===== config.mk =====
export PLATFORM = sky130hd
export DESIGN_NAME = addr_gen_2d
export DESIGN_NICKNAME = d
export VERILOG_FILES = /design/src/rtl/addr_gen_2d.sv
export SDC_FILE = /design/constraint.sdc
export NUM_CORES = 1
export LEC_CHECK = 0
export CORE_MARGIN = 4
export CORE_UTILIZATION = 35
export CTS_CLUSTER_SIZE = 14
export DETAILED_ROUTE_END_ITERATION = 7
export GPL_TIMING_DRIVEN = 0
export HOLD_SLACK_MARGIN = 0.02
export SLEW_MARGIN = 0
export SYNTH_ARGS = -nofsm -noshare
export SYNTH_HDL_FRONTEND = slang
export SYNTH_SLANG_ARGS = --single-unit

===== constraint.sdc =====
create_clock -name clk -period 8.8 [get_ports clk]
set_input_delay 2.2 -clock clk [delete_from_list [all_inputs] [get_ports clk]]
set_output_delay 2.2 -clock clk [all_outputs]
set_load 0.1 [all_outputs]

===== src/rtl/addr_gen_2d.sv =====
// Two-level strided index generator feeding a valid/ready FIFO: emits cnt_in x cnt_out
// indices per descriptor with last_o, then a done_o pulse. Optional macro ADDR_GEN_WRAP_EN.
module addr_gen_2d #(
    parameter int ADDR_WIDTH = 32,
    parameter int CNT_WIDTH  = 16,
    parameter int BUF_DEPTH  = 256
) (
    input  logic                  clk,
    input  logic                  nreset_i,
    input  logic                  cfg_valid,
    output logic                  cfg_ready,
    input  logic [ADDR_WIDTH-1:0] cfg_base,
    input  logic [ADDR_WIDTH-1:0] cfg_stride_in,
    input  logic [ADDR_WIDTH-1:0] cfg_stride_out,
    input  logic [CNT_WIDTH-1:0]  cfg_cnt_in,
    input  logic [CNT_WIDTH-1:0]  cfg_cnt_out,
    output logic [ADDR_WIDTH-1:0] addr_o,
    output logic                  addr_o_valid,
    input  logic                  addr_o_ready,
    output logic                  last_o,
    output logic                  done_o
);

    typedef enum logic [1:0] {
        IDLE = 2'd0,
        RUN  = 2'd1,
        DONE = 2'd2
    } state_t;

    // The circular-buffer modulus must be a power of two so it reduces to a bit mask.
    generate
        if ((BUF_DEPTH < 1) || ((BUF_DEPTH & (BUF_DEPTH - 1)) != 0)) begin : g_bad_depth
            $error("addr_gen_2d: BUF_DEPTH must be a power of 2");
        end
    endgenerate

`ifdef ADDR_GEN_WRAP_EN
    localparam logic [ADDR_WIDTH-1:0] WRAP_MASK = ADDR_WIDTH'(BUF_DEPTH - 1);
`endif

    function automatic logic [ADDR_WIDTH-1:0] wrap_addr(input logic [ADDR_WIDTH-1:0] a);
`ifdef ADDR_GEN_WRAP_EN
        wrap_addr = a & WRAP_MASK;
`else
        wrap_addr = a;
`endif
    endfunction

    state_t                state_r,      state_s;
    logic [ADDR_WIDTH-1:0] addr_r,       addr_s;
    logic [ADDR_WIDTH-1:0] row_base_r,   row_base_s;
    logic [ADDR_WIDTH-1:0] stride_in_r,  stride_in_s;
    logic [ADDR_WIDTH-1:0] stride_out_r, stride_out_s;
    logic [CNT_WIDTH-1:0]  cnt_in_r,     cnt_in_s;
    logic [CNT_WIDTH-1:0]  cnt_out_r,    cnt_out_s;
    logic [CNT_WIDTH-1:0]  i_r,          i_s;
    logic [CNT_WIDTH-1:0]  j_r,          j_s;
    logic                  valid_r,      valid_s;
    logic                  last_r,       last_s;
    logic                  ready_r,      ready_s;
    logic                  done_r,       done_s;

    logic [CNT_WIDTH-1:0]  i_last_s;
    logic [CNT_WIDTH-1:0]  j_last_s;

    // Terminal index values; only meaningful in RUN where both counts are non-zero.
    always_comb begin
        i_last_s = cnt_in_r - CNT_WIDTH'(1);
        j_last_s = cnt_out_r - CNT_WIDTH'(1);
    end

    // Next-state and next-output computation for the descriptor sequencer.
    always_comb begin
        state_s      = state_r;
        addr_s       = addr_r;
        row_base_s   = row_base_r;
        stride_in_s  = stride_in_r;
        stride_out_s = stride_out_r;
        cnt_in_s     = cnt_in_r;
        cnt_out_s    = cnt_out_r;
        i_s          = i_r;
        j_s          = j_r;
        valid_s      = valid_r;
        last_s       = last_r;
        ready_s      = ready_r;
        done_s       = 1'b0;

        case (state_r)
            IDLE: begin
                ready_s = 1'b1;
                valid_s = 1'b0;
                if (cfg_valid) begin
                    stride_in_s  = cfg_stride_in;
                    stride_out_s = cfg_stride_out;
                    cnt_in_s     = cfg_cnt_in;
                    cnt_out_s    = cfg_cnt_out;
                    i_s          = '0;
                    j_s          = '0;
                    ready_s      = 1'b0;
                    if ((cfg_cnt_in == '0) || (cfg_cnt_out == '0)) begin
                        state_s = DONE;
                        done_s  = 1'b1;
                        last_s  = 1'b0;
                    end else begin
                        state_s    = RUN;
                        addr_s     = wrap_addr(cfg_base);
                        row_base_s = wrap_addr(cfg_base);
                        valid_s    = 1'b1;
                        last_s     = (cfg_cnt_in == CNT_WIDTH'(1)) && (cfg_cnt_out == CNT_WIDTH'(1));
                    end
                end else begin
                    state_s = IDLE;
                end
            end
            RUN: begin
                ready_s = 1'b0;
                if (addr_o_ready) begin
                    if (i_r != i_last_s) begin
                        i_s    = i_r + CNT_WIDTH'(1);
                        addr_s = wrap_addr(addr_r + stride_in_r);
                        last_s = ((i_r + CNT_WIDTH'(1)) == i_last_s) && (j_r == j_last_s);
                    end else if (j_r != j_last_s) begin
                        i_s        = '0;
                        j_s        = j_r + CNT_WIDTH'(1);
                        row_base_s = wrap_addr(row_base_r + stride_out_r);
                        addr_s     = wrap_addr(row_base_r + stride_out_r);
                        last_s     = (cnt_in_r == CNT_WIDTH'(1)) && ((j_r + CNT_WIDTH'(1)) == j_last_s);
                    end else begin
                        state_s = DONE;
                        valid_s = 1'b0;
                        last_s  = 1'b0;
                        done_s  = 1'b1;
                    end
                end else begin
                    state_s = RUN;
                end
            end
            DONE: begin
                state_s = IDLE;
                ready_s = 1'b1;
                valid_s = 1'b0;
            end
            default: begin
                state_s = IDLE;
                ready_s = 1'b1;
                valid_s = 1'b0;
                last_s  = 1'b0;
            end
        endcase
    end

    // State and output registers; reset abandons any descriptor in flight.
    always_ff @(posedge clk or negedge nreset_i) begin
        if (!nreset_i) begin
            state_r      <= IDLE;
            addr_r       <= '0;
            row_base_r   <= '0;
            stride_in_r  <= '0;
            stride_out_r <= '0;
            cnt_in_r     <= '0;
            cnt_out_r    <= '0;
            i_r          <= '0;
            j_r          <= '0;
            valid_r      <= 1'b0;
            last_r       <= 1'b0;
            ready_r      <= 1'b1;
            done_r       <= 1'b0;
        end else begin
            state_r      <= state_s;
            addr_r       <= addr_s;
            row_base_r   <= row_base_s;
            stride_in_r  <= stride_in_s;
            stride_out_r <= stride_out_s;
            cnt_in_r     <= cnt_in_s;
            cnt_out_r    <= cnt_out_s;
            i_r          <= i_s;
            j_r          <= j_s;
            valid_r      <= valid_s;
            last_r       <= last_s;
            ready_r      <= ready_s;
            done_r       <= done_s;
        end
    end

    assign cfg_ready    = ready_r;
    assign addr_o       = addr_r;
    assign addr_o_valid = valid_r;
    assign last_o       = last_r;
    assign done_o       = done_r;

endmodule


==> results_dict.tcl <==
set metrics [dict create \
    ir_worst_vdd_mv 0.3877 \
    dp_hpwl_um 38260 \
    dieArea_um2 42070 \
    fin_cells 2383 \
    fin_skew_ns 0.01577 \
    hold_path_startpoint "stride_in_r[11]" \
    synth_common_cells "nand2_1 (421), dfrtp_1 (197), nor2_1 (114)" \
    clock_path_buffers 2 \
    grt_pass1_vias 12970 \
    overflow 0 \
    ys_types 82 \
    critPathMaxStageDelay_ns 1.08 \
    ioPinCount 168 \
    ys_seq_area_frac 0.3644 \
    critPathRequiredTime_ns 9.12 \
    ys_ff_latch 198 \
    cp_num_buf_inv 3 \
    placed_area_um2 15940 \
    r2r-end "addr_o[28]" \
    core_area_um2 38020 \
    netlist_area_um2 13600 \
    finalPower_mw 7.304 \
    reg2reg_from "cnt_in_r[0]" \
    relSlewSlack 0.1354 \
    post-synth-top-area-fraction 0.3625 \
    gp_congestion 0.9111 \
    critical_path_class "reg2reg" \
    multi_input_area_um2 8218 \
    end_kind "register" \
    seq_area_um2 4956 \
    cts-buffers-inserted 17 \
    drtIter0Drc 907 \
    postSynthCellCount 1673 \
    start_util 0.3577 \
    min_to "stride_in_r[11]" \
    fin_nets 2061 \
    die_w_um 205.1 \
    setup_viol 0 \
    fmax_ghz 0.1956 \
    syn_to_final_growth_pct 21.58 \
    finalMaxSlewViolations 0 \
    drt_drc_violations_left 0 \
    dr.pass1.iters 5 \
    cts_setup_buffers 0 \
    synth_nets 1874 \
    tightest_slew_ns 1.294 \
    r2r_setup_slack_ns 3.69 \
    synth.largest_area_cell "dfrtp_1" \
    portBuffers 167 \
    htreeDepth 4 \
    fin_crit_ns 5.113 \
    finalCritPeriodShare 0.5810 \
    via_count 13080 \
    reg2reg_depth 13 \
    critPathLaunchType "register" \
    viasPerCell 5.490 \
    antenna_left 0 \
    cts_tree "yes" \
    synth.most_common_cell "nand2_1" \
    min_path_cells 2 \
    async_flop_share 1.000 \
    grt_pass1_wl_um 74540 \
    hold_buffers 0 \
    postLayoutCellArea_um2 16530 \
    fill_cells 3918 \
    insertion_delay_ns 0.46 \
    cts_sinks 198 \
    die_h_um 205.1 \
    clock-root-buffer "clkbuf_16" \
    path_delay_family "simple AND/OR/NAND/NOR gates" \
    fp-row-count 71 \
    arrival_ns 5.43 \
    grt_max_degree 113 \
    hold_path.class "reg2reg" \
    drt-total-wl_um 48620 \
    dp.cells 2352 \
    cts_resized 0 \
    syn_avg_cell_area_um2 8.129 \
    rsz0062_at_grt "no" \
    ys_warn_count 0 \
    routedWlPerCell_um 20.40 \
    drv_cap 0 \
    hold_ws_ns 0.4847 \
    grtUsageTotal 0.2305 \
    antennaDiodeCount 0 \
    p_leak_nw 7.308 \
    crit_fanout 10 \
    synth_edf_count 0 \
    status "finished clean" \
    pwr_density_cell_nw_per_um2 441.8 \
    path_cells "inv_1 > ha_1 > or3b_1 > buf_2 > nor3_1 > xnor2_1 > nand4b_4 > or3_4 > nor4b_2 > nor2_1 > nand2_1 > clkbuf_1 > o211ai_1" \
    drive_gt1_frac 0.04434 \
    ys_top_cells_by_area "dfrtp_1 (36%), nand2_1 (12%), xnor2_1 (6.4%), ha_1 (6.2%), o21ai_0 (4.1%)" \
    cp_slowest_cell "nor4b_2" \
    antenna_found_initial 0 \
    synth_ff_type "dfrtp_1" \
    clk_pin_slew_ns 0.08 \
    hold_viol 0 \
    final_core_utilization 0.4348 \
]
cell usage in the layout, fill, tap and decap left out, types with 7 or more instances in the layout:
cell,count
nor3_1,33
or3_1,12
dfrtp_1,197
nor3b_1,9
o21bai_1,7
o211ai_1,14
clkbuf_1,47
buf_1,9
o31ai_1,23
ha_1,67
buf_2,14
clkdlybuf4s50_1,166
a31oi_1,29
xor2_1,36
or2_2,7
o21ai_0,112
nand2_1,421
inv_1,23
nor4_1,16
and3_1,25
a21oi_1,87
clkbuf_16,17
nor2b_1,7
nand2b_1,18
o21a_1,12
nand3_1,40
a21boi_0,7
a21o_1,39
and2_1,8
xnor2_1,100
nand4_1,14
a211oi_1,17
nor2_1,114
mux2i_1,13
per-layer routing:
metal	GRT usage	vias to the layer above	wire, µm
li1	-	6249	-
met1	0.3053	6356	21200
met2	0.3885	421	23390
met3	0.04037	57	2842
met4	0.06555	0	1189
met5	0	-	0
flip-flops by register name, indices dropped and copies added, names as in the netlist:
signal / flops
addr_o: 32
row_base_r: 32
stride_in_r: 32
stride_out_r: 32
cnt_in_r: 16
cnt_out_r: 16
i_r: 16
j_r: 16
state_r: 2
addr_o_valid: 1
cfg_ready: 1
done_o: 1
last_o: 1
per-stage QoR:
step	worst slack [ns]	TNS, ns
after floorplan	4.845	0
after global routing	3.393	0
after detailed placement	3.471	0
after CTS	3.752	0
after global placement	-3.231	-631.63
final	3.687	0
worst max path at each step:
| stage | start | endpoint | slack (ns) | cells past startpoint |
|---|---|---|---|---|
| final | cnt_in_r[0] | addr_o[28] | 3.69 | 13 |
| after global placement | nreset_i | stride_out_r[18] | -3.23 | 1 |
| after detailed placement | cfg_valid | addr_o[31] | 3.47 | 9 |
| after global routing | cnt_in_r[0] | addr_o[28] | 3.39 | 13 |
| after CTS | cnt_in_r[0] | addr_o[28] | 3.75 | 13 |
| after floorplan | cfg_cnt_out[12] | row_base_r[5] | 4.84 | 10 |
logic make-up after synthesis:
kind of cell / after synthesis / share of synthesized area
simple gates: 758 / 0.2533
compound gates: 394 / 0.1845
flops: 198 / 0.3644
xor+xnor: 136 / 0.08759
buf+inv: 100 / 0.03193
fa+ha+maj: 69 / 0.06459
mux: 18 / 0.01371
where the power goes:
part	internal (mW)	leakage (nW)	total, mW	switching [mW]
sequential	1.31	2.49	1.70	0.394
clock	0.434	0.282	0.809	0.375
combinational	1.79	4.53	4.80	3.00
area by class of cell:
| class | instances | area share |
|---|---|---|
| Buffer | 77 | 0.02104 |
| Clock inverter | 11 | 0.007568 |
| Clock buffer | 20 | 0.02762 |
| Sequential cell | 198 | 0.2998 |
| Timing Repair Buffer | 168 | 0.1031 |
| Multi-Input combinational cell | 1375 | 0.4970 |
| Tap cell | 511 | 0.03867 |
| Inverter | 23 | 0.005222 |
worst register-to-register path: cells and delay by family (launching register included):
kind / cells / cell delay, ns
simple gates: 7 / 3.03
buf+inv: 3 / 0.80
flops: 1 / 0.46
fa+ha+maj: 1 / 0.27
xor+xnor: 1 / 0.24
compound gates: 1 / 0.18
Note: power is estimated with default switching activity, not from simulation.
